### src/rtl/inst_fetch_buffer_if.sv
// ----------------------------------------------------------------------------
// inst_fetch_buffer_if
// Groups the instruction-fetch handshake signals of inst_fetch_buffer.
//   Read-adapter side : pc, pc_re, inst, inst_valid, inst_read_ready
//   Redirect          : flush, flush_pc
//   IF/ID side        : id_ready, out_valid, out_pc, out_inst
// Modports:
//   master - the fetch buffer (drives requests and the FIFO head)
//   slave  - the environment (read adapter, redirect source, IF/ID stage)
// ----------------------------------------------------------------------------
interface inst_fetch_buffer_if;
  logic [31:0] pc;
  logic        pc_re;
  logic [31:0] inst;
  logic        inst_valid;
  logic        inst_read_ready;
  logic        flush;
  logic [31:0] flush_pc;
  logic        id_ready;
  logic        out_valid;
  logic [31:0] out_pc;
  logic [31:0] out_inst;

  modport master (
    output pc, pc_re, inst_read_ready, out_valid, out_pc, out_inst,
    input  inst, inst_valid, flush, flush_pc, id_ready
  );

  modport slave (
    input  pc, pc_re, inst_read_ready, out_valid, out_pc, out_inst,
    output inst, inst_valid, flush, flush_pc, id_ready
  );
endinterface

### src/rtl/inst_fetch_buffer.sv
// ----------------------------------------------------------------------------
// inst_fetch_buffer
// Fetch-side consumer of the AXI read adapter's instruction port. Generates
// sequential PCs, issues one request at a time, queues {pc,inst} pairs in a
// small FIFO and presents the FIFO head to IF/ID. A flush redirects fetch,
// empties the FIFO and discards any response still in flight.
//
// Parameters:
//   DEPTH    - FIFO entries (power of two, >= 2)
//   RESET_PC - first fetch address after reset
// Ports:
//   clk    - clock, all state changes on the rising edge
//   reset  - synchronous, active-high reset
//   bus    - inst_fetch_buffer_if.master (adapter, redirect and IF/ID signals)
//   stat_fetch_cnt / stat_drop_cnt / stat_full_cyc (only with
//            FETCH_BUF_STAT_EN defined) - free-running 32-bit statistics
// Optional feature macro: FETCH_BUF_STAT_EN
// ----------------------------------------------------------------------------
module inst_fetch_buffer #(
  parameter int unsigned DEPTH    = 4,
  parameter logic [31:0] RESET_PC = 32'hBFC0_0000
) (
  input  logic                   clk,
  input  logic                   reset,
  inst_fetch_buffer_if.master    bus
`ifdef FETCH_BUF_STAT_EN
  ,
  output logic [31:0]            stat_fetch_cnt,
  output logic [31:0]            stat_drop_cnt,
  output logic [31:0]            stat_full_cyc
`endif
);

  localparam int unsigned PTR_W = $clog2(DEPTH);
  localparam int unsigned CNT_W = PTR_W + 1;

  localparam logic [CNT_W-1:0] DEPTH_C  = CNT_W'(DEPTH);
  localparam logic [CNT_W-1:0] CNT_ZERO = {CNT_W{1'b0}};
  localparam logic [CNT_W-1:0] CNT_ONE  = {{(CNT_W-1){1'b0}}, 1'b1};
  localparam logic [PTR_W-1:0] PTR_ZERO = {PTR_W{1'b0}};
  localparam logic [PTR_W-1:0] PTR_ONE  = {{(PTR_W-1){1'b0}}, 1'b1};

  typedef enum logic [1:0] {
    ST_IDLE = 2'b00,  // nothing outstanding
    ST_WAIT = 2'b01,  // request outstanding, result will be kept
    ST_DROP = 2'b10   // request outstanding, result will be discarded
  } state_t;

  // Redirect targets are word aligned: the two low bits are cleared.
  function automatic logic [31:0] word_align(input logic [31:0] addr);
    return addr & 32'hFFFF_FFFC;
  endfunction

  state_t              state_r;
  logic [31:0]         fetch_pc_r;
  logic [31:0]         req_pc_r;
  logic                pc_re_r;
  logic                read_ready_r;

  logic [31:0]         pc_mem_r   [DEPTH];
  logic [31:0]         inst_mem_r [DEPTH];
  logic [PTR_W-1:0]    rd_ptr_r;
  logic [PTR_W-1:0]    wr_ptr_r;
  logic [CNT_W-1:0]    count_r;
  logic                out_valid_r;
  logic [31:0]         out_pc_r;
  logic [31:0]         out_inst_r;

  logic                push_s;
  logic                drop_s;
  logic                pop_s;
  logic                can_issue_s;
  logic [CNT_W-1:0]    cnt_after_pop_s;
  logic [CNT_W-1:0]    count_nxt_s;
  logic [PTR_W-1:0]    rd_ptr_nxt_s;
  logic [PTR_W-1:0]    wr_ptr_nxt_s;
  logic [31:0]         head_pc_nxt_s;
  logic [31:0]         head_inst_nxt_s;

  assign bus.pc              = req_pc_r;
  assign bus.pc_re           = pc_re_r;
  assign bus.inst_read_ready = read_ready_r;
  assign bus.out_valid       = out_valid_r;
  assign bus.out_pc          = out_pc_r;
  assign bus.out_inst        = out_inst_r;

  // FIFO push/pop decisions and next pointer/count/head values.
  always_comb begin
    push_s          = 1'b0;
    drop_s          = 1'b0;
    pop_s           = 1'b0;
    can_issue_s     = 1'b0;
    cnt_after_pop_s = count_r;
    count_nxt_s     = count_r;
    rd_ptr_nxt_s    = rd_ptr_r;
    wr_ptr_nxt_s    = wr_ptr_r;
    head_pc_nxt_s   = out_pc_r;
    head_inst_nxt_s = out_inst_r;

    push_s = (state_r == ST_WAIT) && bus.inst_valid && !bus.flush;
    // A response is discarded if flush hits it in WAIT, or it arrives in DROP.
    drop_s = bus.inst_valid &&
             (((state_r == ST_WAIT) && bus.flush) || (state_r == ST_DROP));
    pop_s  = out_valid_r && bus.id_ready && !bus.flush;
    // Issue only when a free slot exists; that slot is implicitly reserved
    // for the response, so a later push can never overflow.
    can_issue_s = (count_r < DEPTH_C);

    if (pop_s) begin
      cnt_after_pop_s = count_r - CNT_ONE;
    end else begin
      cnt_after_pop_s = count_r;
    end

    if (bus.flush) begin
      count_nxt_s  = CNT_ZERO;
      rd_ptr_nxt_s = PTR_ZERO;
      wr_ptr_nxt_s = PTR_ZERO;
    end else begin
      count_nxt_s  = cnt_after_pop_s + (push_s ? CNT_ONE : CNT_ZERO);
      rd_ptr_nxt_s = rd_ptr_r + (pop_s ? PTR_ONE : PTR_ZERO);
      wr_ptr_nxt_s = wr_ptr_r + (push_s ? PTR_ONE : PTR_ZERO);
    end

    // Head registers: when the FIFO drains to empty and receives a push in
    // the same cycle, the new entry is the head; otherwise read the array.
    if (count_nxt_s == CNT_ZERO) begin
      head_pc_nxt_s   = out_pc_r;
      head_inst_nxt_s = out_inst_r;
    end else if (push_s && (cnt_after_pop_s == CNT_ZERO)) begin
      head_pc_nxt_s   = req_pc_r;
      head_inst_nxt_s = bus.inst;
    end else begin
      head_pc_nxt_s   = pc_mem_r[rd_ptr_nxt_s];
      head_inst_nxt_s = inst_mem_r[rd_ptr_nxt_s];
    end
  end

  // Fetch FSM with registered request outputs.
  always_ff @(posedge clk) begin
    if (reset) begin
      state_r      <= ST_IDLE;
      fetch_pc_r   <= RESET_PC;
      req_pc_r     <= 32'h0000_0000;
      pc_re_r      <= 1'b0;
      read_ready_r <= 1'b0;
    end else begin
      case (state_r)
        ST_IDLE: begin
          if (bus.flush) begin
            fetch_pc_r <= word_align(bus.flush_pc);
          end else if (can_issue_s) begin
            req_pc_r     <= fetch_pc_r;
            state_r      <= ST_WAIT;
            pc_re_r      <= 1'b1;
            read_ready_r <= 1'b1;
          end else begin
            state_r <= ST_IDLE;
          end
        end
        ST_WAIT: begin
          if (bus.flush) begin
            fetch_pc_r <= word_align(bus.flush_pc);
            if (bus.inst_valid) begin
              state_r      <= ST_IDLE;
              pc_re_r      <= 1'b0;
              read_ready_r <= 1'b0;
            end else begin
              state_r <= ST_DROP;
            end
          end else if (bus.inst_valid) begin
            fetch_pc_r   <= req_pc_r + 32'd4;
            state_r      <= ST_IDLE;
            pc_re_r      <= 1'b0;
            read_ready_r <= 1'b0;
          end else begin
            state_r <= ST_WAIT;
          end
        end
        ST_DROP: begin
          if (bus.flush) begin
            fetch_pc_r <= word_align(bus.flush_pc);
          end
          if (bus.inst_valid) begin
            state_r      <= ST_IDLE;
            pc_re_r      <= 1'b0;
            read_ready_r <= 1'b0;
          end else begin
            state_r <= ST_DROP;
          end
        end
        default: begin
          state_r      <= ST_IDLE;
          pc_re_r      <= 1'b0;
          read_ready_r <= 1'b0;
        end
      endcase
    end
  end

  // FIFO storage, pointers, occupancy and registered head outputs.
  always_ff @(posedge clk) begin
    if (reset) begin
      rd_ptr_r    <= PTR_ZERO;
      wr_ptr_r    <= PTR_ZERO;
      count_r     <= CNT_ZERO;
      out_valid_r <= 1'b0;
      out_pc_r    <= 32'h0000_0000;
      out_inst_r  <= 32'h0000_0000;
    end else begin
      if (push_s) begin
        pc_mem_r[wr_ptr_r]   <= req_pc_r;
        inst_mem_r[wr_ptr_r] <= bus.inst;
      end
      rd_ptr_r    <= rd_ptr_nxt_s;
      wr_ptr_r    <= wr_ptr_nxt_s;
      count_r     <= count_nxt_s;
      out_valid_r <= (count_nxt_s != CNT_ZERO);
      out_pc_r    <= head_pc_nxt_s;
      out_inst_r  <= head_inst_nxt_s;
    end
  end

`ifdef FETCH_BUF_STAT_EN
  logic [31:0] stat_fetch_r;
  logic [31:0] stat_drop_r;
  logic [31:0] stat_full_r;

  assign stat_fetch_cnt = stat_fetch_r;
  assign stat_drop_cnt  = stat_drop_r;
  assign stat_full_cyc  = stat_full_r;

  // Statistics counters; free-running, untouched by flush.
  always_ff @(posedge clk) begin
    if (reset) begin
      stat_fetch_r <= 32'h0000_0000;
      stat_drop_r  <= 32'h0000_0000;
      stat_full_r  <= 32'h0000_0000;
    end else begin
      if (push_s) begin
        stat_fetch_r <= stat_fetch_r + 32'd1;
      end
      if (drop_s) begin
        stat_drop_r <= stat_drop_r + 32'd1;
      end
      if ((state_r == ST_IDLE) && (count_r == DEPTH_C)) begin
        stat_full_r <= stat_full_r + 32'd1;
      end
    end
  end
`else
  // Without statistics the discard indication has no consumer.
  logic unused_drop_s;
  assign unused_drop_s = drop_s;
`endif

endmodule

### src/flat_wrapper.sv
// flat-port wrapper written by rule: the top's interface ports become plain ports
module inst_fetch_buffer_flat 
#(
  parameter int unsigned DEPTH    = 4,
  parameter logic [31:0] RESET_PC = 32'hBFC0_0000
)
  (clk, reset, bus_pc, bus_pc_re, bus_inst_read_ready, bus_out_valid, bus_out_pc, bus_out_inst, bus_inst, bus_inst_valid, bus_flush, bus_flush_pc, bus_id_ready);
  inst_fetch_buffer_if bus_i ();
  input  logic clk;
  input  logic reset;
  output wire logic [$bits(bus_i.pc)-1:0] bus_pc;
  output wire logic [$bits(bus_i.pc_re)-1:0] bus_pc_re;
  output wire logic [$bits(bus_i.inst_read_ready)-1:0] bus_inst_read_ready;
  output wire logic [$bits(bus_i.out_valid)-1:0] bus_out_valid;
  output wire logic [$bits(bus_i.out_pc)-1:0] bus_out_pc;
  output wire logic [$bits(bus_i.out_inst)-1:0] bus_out_inst;
  input wire logic [$bits(bus_i.inst)-1:0] bus_inst;
  input wire logic [$bits(bus_i.inst_valid)-1:0] bus_inst_valid;
  input wire logic [$bits(bus_i.flush)-1:0] bus_flush;
  input wire logic [$bits(bus_i.flush_pc)-1:0] bus_flush_pc;
  input wire logic [$bits(bus_i.id_ready)-1:0] bus_id_ready;
  assign bus_pc = bus_i.pc;
  assign bus_pc_re = bus_i.pc_re;
  assign bus_inst_read_ready = bus_i.inst_read_ready;
  assign bus_out_valid = bus_i.out_valid;
  assign bus_out_pc = bus_i.out_pc;
  assign bus_out_inst = bus_i.out_inst;
  assign bus_i.inst = bus_inst;
  assign bus_i.inst_valid = bus_inst_valid;
  assign bus_i.flush = bus_flush;
  assign bus_i.flush_pc = bus_flush_pc;
  assign bus_i.id_ready = bus_id_ready;
  inst_fetch_buffer #(.DEPTH(DEPTH), .RESET_PC(RESET_PC)) u_core (.clk(clk), .reset(reset), .bus(bus_i));
endmodule
### config.mk
export PLATFORM = sky130hd
export DESIGN_NAME = inst_fetch_buffer_flat
export DESIGN_NICKNAME = d
export VERILOG_FILES = /design/src/rtl/inst_fetch_buffer_if.sv /design/src/rtl/inst_fetch_buffer.sv /design/src/flat_wrapper.sv
export SDC_FILE = /design/constraint.sdc
export NUM_CORES = 1
export LEC_CHECK = 0
export BUFFER_PORTS_ARGS = -buffer_cell sky130_fd_sc_hd__buf_2
export CORE_UTILIZATION = 55
export CTS_CLUSTER_SIZE = 10
export DETAILED_ROUTE_END_ITERATION = 10
export PLACE_DENSITY_LB_ADDON = 0.12
export SLEW_MARGIN = 20
export SYNTH_ARGS = -nofsm -noshare
export SYNTH_HDL_FRONTEND = slang
export SYNTH_SLANG_ARGS = --single-unit
### constraint.sdc
create_clock -name clk -period 21.3 [get_ports clk]
set_input_delay 0 -clock clk [delete_from_list [all_inputs] [get_ports clk]]
set_output_delay 0 -clock clk [all_outputs]
set_load 0.02 [all_outputs]
==> qor.yml <==
clkLatencyLatePin_ps: 530
clock_path_buffers: 3
power_mw: 1.66
synthTopCellsByCount: "edfxtp_1 (256), nand2_1 (237), dfxtp_1 (139), o21ai_0 (77), a31oi_1 (66)"
min_period_over_period_pct: 15.9
clock_skew_ps: 10.1
avgSynthCellArea_um2: 13.2
power_density_nw_per_um2: 88.5
status: "completed"
place_congestion: 0.814
max_stage_delay_ps: 720
cp_num_cells: 12
cts-root-buf: "clkbuf_16"
crit_type: "flop to flop"
die_y_um: 171
peakVddDrop_v: 0.0000570
start_util_pct: 56.1
drcViolationCount: 0
finalHoldViolCount: 0
via_count: 10500
yosysMostFrequentCell: "edfxtp_1"
first_global_vias: 10200
cts_tree: "built"
yosysUniqueCellTypes: 51
vias_per_cell: 5.79
crit_path_frequent_cell: "ha_1"
fin_ws_ps: 17920
synth_nets: 1266
cp_data_required_time_ps: 21750
row_count: 61
crit_buf_inv: 3
min_period_ps: 3380
dpl-instance-area_um2: 16800
tns_ps: 0
slowest_stage: "buf_4"
path_max_fanout: 86
cp_cell_sequence: "inv_1 -> ha_1 -> nand3b_1 -> inv_1 -> ha_1 -> ha_1 -> xnor2_1 -> xnor2_1 -> a21oi_4 -> buf_4 -> o21ai_0 -> a31oi_1"
holdPathStages: 3
hold_class: "primary input to flop"
numPlacedInstances: 1665
drv_cap: 0
startpoint_type: "flop"
setup_viol: 0
synth_edf_count: 256
boundaryPins: 168
drtPass1Iterations: 5
synth_area_leaders: "edfxtp_1 (49%), dfxtp_1 (18%), mux4_2 (9.2%)"
wl_per_cell_um: 19.9
track_usage_pct: 25.2
dieArea_um2: 29200
rsz0062_at_grt: "no"
rr_worst_depth: 12
htreeDepth: 2
cts.clk_slew.worst_paths_ps: 60
stdcell_count: 1810
worst_pin_slew_ps: 1060
synth.largest_area_cell: "edfxtp_1"
hpwlAfterDp_um: 19700
grt_pass1_wl_um: 55900
synth_area_um2: 15700
slew_headroom_pct: 29.3
dp_worst_setup_slack_ps: 17420
worstPathArrival_ps: 3830
area_growth_pct: 19.9
cts.sinks: 395
fmax_mhz: 296
path_delay_family: "buffers and inverters"
ys_ff_latch: 395
synth-main-ff-cell: "edfxtp_1"
leakage_nw: 6.77
slew_violations: 0
n_antenna_cell: 0
cts_buffers: 45
synth-seq-area-share_pct: 66.8
drive_gt1_share_pct: 22.0
async_flop_share_pct: 0
drtIter0Drc: 798
antenna_found_initial: 0
chipWidth_um: 171
grt_overflow: 0
synth_top_area_share_pct: 49.1
io_buffers: 165
cts_resized: 0
nets: 1479
grt_max_degree: 87
postSynthCellCount: 1187
crit_path_end_kind: "flop"
core_area_um2: 27900
fin_area_um2: 18800
wl_um: 36000
yosys_warnings: 0
antenna_left: 0
-- worst reg2reg max path, stage by stage, from the launching register on --
cell      delay, ps
dfxtp_1         350
inv_1            80
ha_1            210
nand3b_1        250
inv_1           110
ha_1            210
ha_1            190
xnor2_1         170
xnor2_1         160
a21oi_4         420
buf_4           720
o21ai_0         220
a31oi_1         200
-- flip-flops by register name (all words and copies together), names as in the netlist, 3 cells and up --
register	count
u_core.bus.pc	32
u_core.pc_mem_r	128
u_core.bus.out_pc	32
u_core.fetch_pc_r	32
u_core.inst_mem_r	128
u_core.count_r	3
u_core.bus.out_inst	32
-- path summary, 6_finish.rpt --
| kind | from | end | slack (ps) |
|---|---|---|---|
| hold / removal | reset | u_core.fetch_pc_r[6] | 140 |
| setup / recovery | u_core.state_r[1] | u_core.bus.out_pc[16] | 17920 |
| setup reg to reg | u_core.state_r[1] | u_core.bus.out_pc[16] | 17920 |
| hold reg to reg | u_core.fetch_pc_r[18] | u_core.bus.pc[18] | 450 |
-- repair_timing --
action | CTS | global route
buffers inserted | 0 | 0
hold endpoints to repair | 196 | 0
hold buffers | 65 | 0
-- cells by family after synthesis --
| family | Yosys count | share of synthesized area (%) |
|---|---|---|
| mux | 65 | 9.27 |
| simple gates | 355 | 9.86 |
| buf+inv | 96 | 2.69 |
| xor+xnor | 28 | 1.57 |
| fa+ha+maj | 10 | 0.799 |
| flops | 395 | 66.8 |
| compound gates | 238 | 8.97 |
-- power by group --
group / total, mW / switching [mW] / internal [mW] / leakage [nW]
Combinational: 0.113 / 0.0700 / 0.0428 / 2.73
Clock: 0.695 / 0.281 / 0.414 / 0.632
Sequential: 0.854 / 0.0193 / 0.834 / 3.41
-- final cells by class --
| type | count | area, µm² |
|---|---|---|
| clock inverters | 1 | 8.76 |
| fillers | 2096 | 9150 |
| flip-flops and latches | 395 | 10500 |
| well taps | 378 | 473 |
| clock buffers | 78 | 1310 |
| multi-input cells | 696 | 4830 |
| inverters | 12 | 45.0 |
| repair buffers | 250 | 1650 |
-- layer usage --
layer  wire length [µm]  vias to the layer above  GRT usage (%)
li1                   -                     4858              -
met1              15800                     5225           34.9
met2              17300                      349           41.2
met3               2260                       49           4.09
met4                673                        0           7.17
met5                  0                        -              0
-- metrics by stage --
stage | util [%] | hold slack (ps)
2_1_floorplan | - | 98.9
3_3_place_gp | 60.1 | 234
3_5_place_dp | 60.1 | 241
4_1_cts | 67.2 | 117
5_1_grt | 67.2 | 170
6_report | 67.2 | 137
-- layout by cell type (no fill, tap or decap), drive strengths merged, types with 7 or more instances in the layout --
| cell type | instances |
|---|---|
| nand4 | 7 |
| xor2 | 8 |
| a31oi | 66 |
| clkbuf | 78 |
| dfxtp | 139 |
| nand3 | 23 |
| a21oi | 55 |
| nor4 | 11 |
| nor3 | 25 |
| nand2 | 237 |
| nor2 | 27 |
| dlygate4sd3 | 65 |
| edfxtp | 256 |
| xnor2 | 20 |
| inv | 13 |
| o21ai | 77 |
| a211o | 8 |
| mux4 | 64 |
| buf | 185 |
| ha | 10 |
| a211oi | 10 |
(Power assumes the default switching activity.)
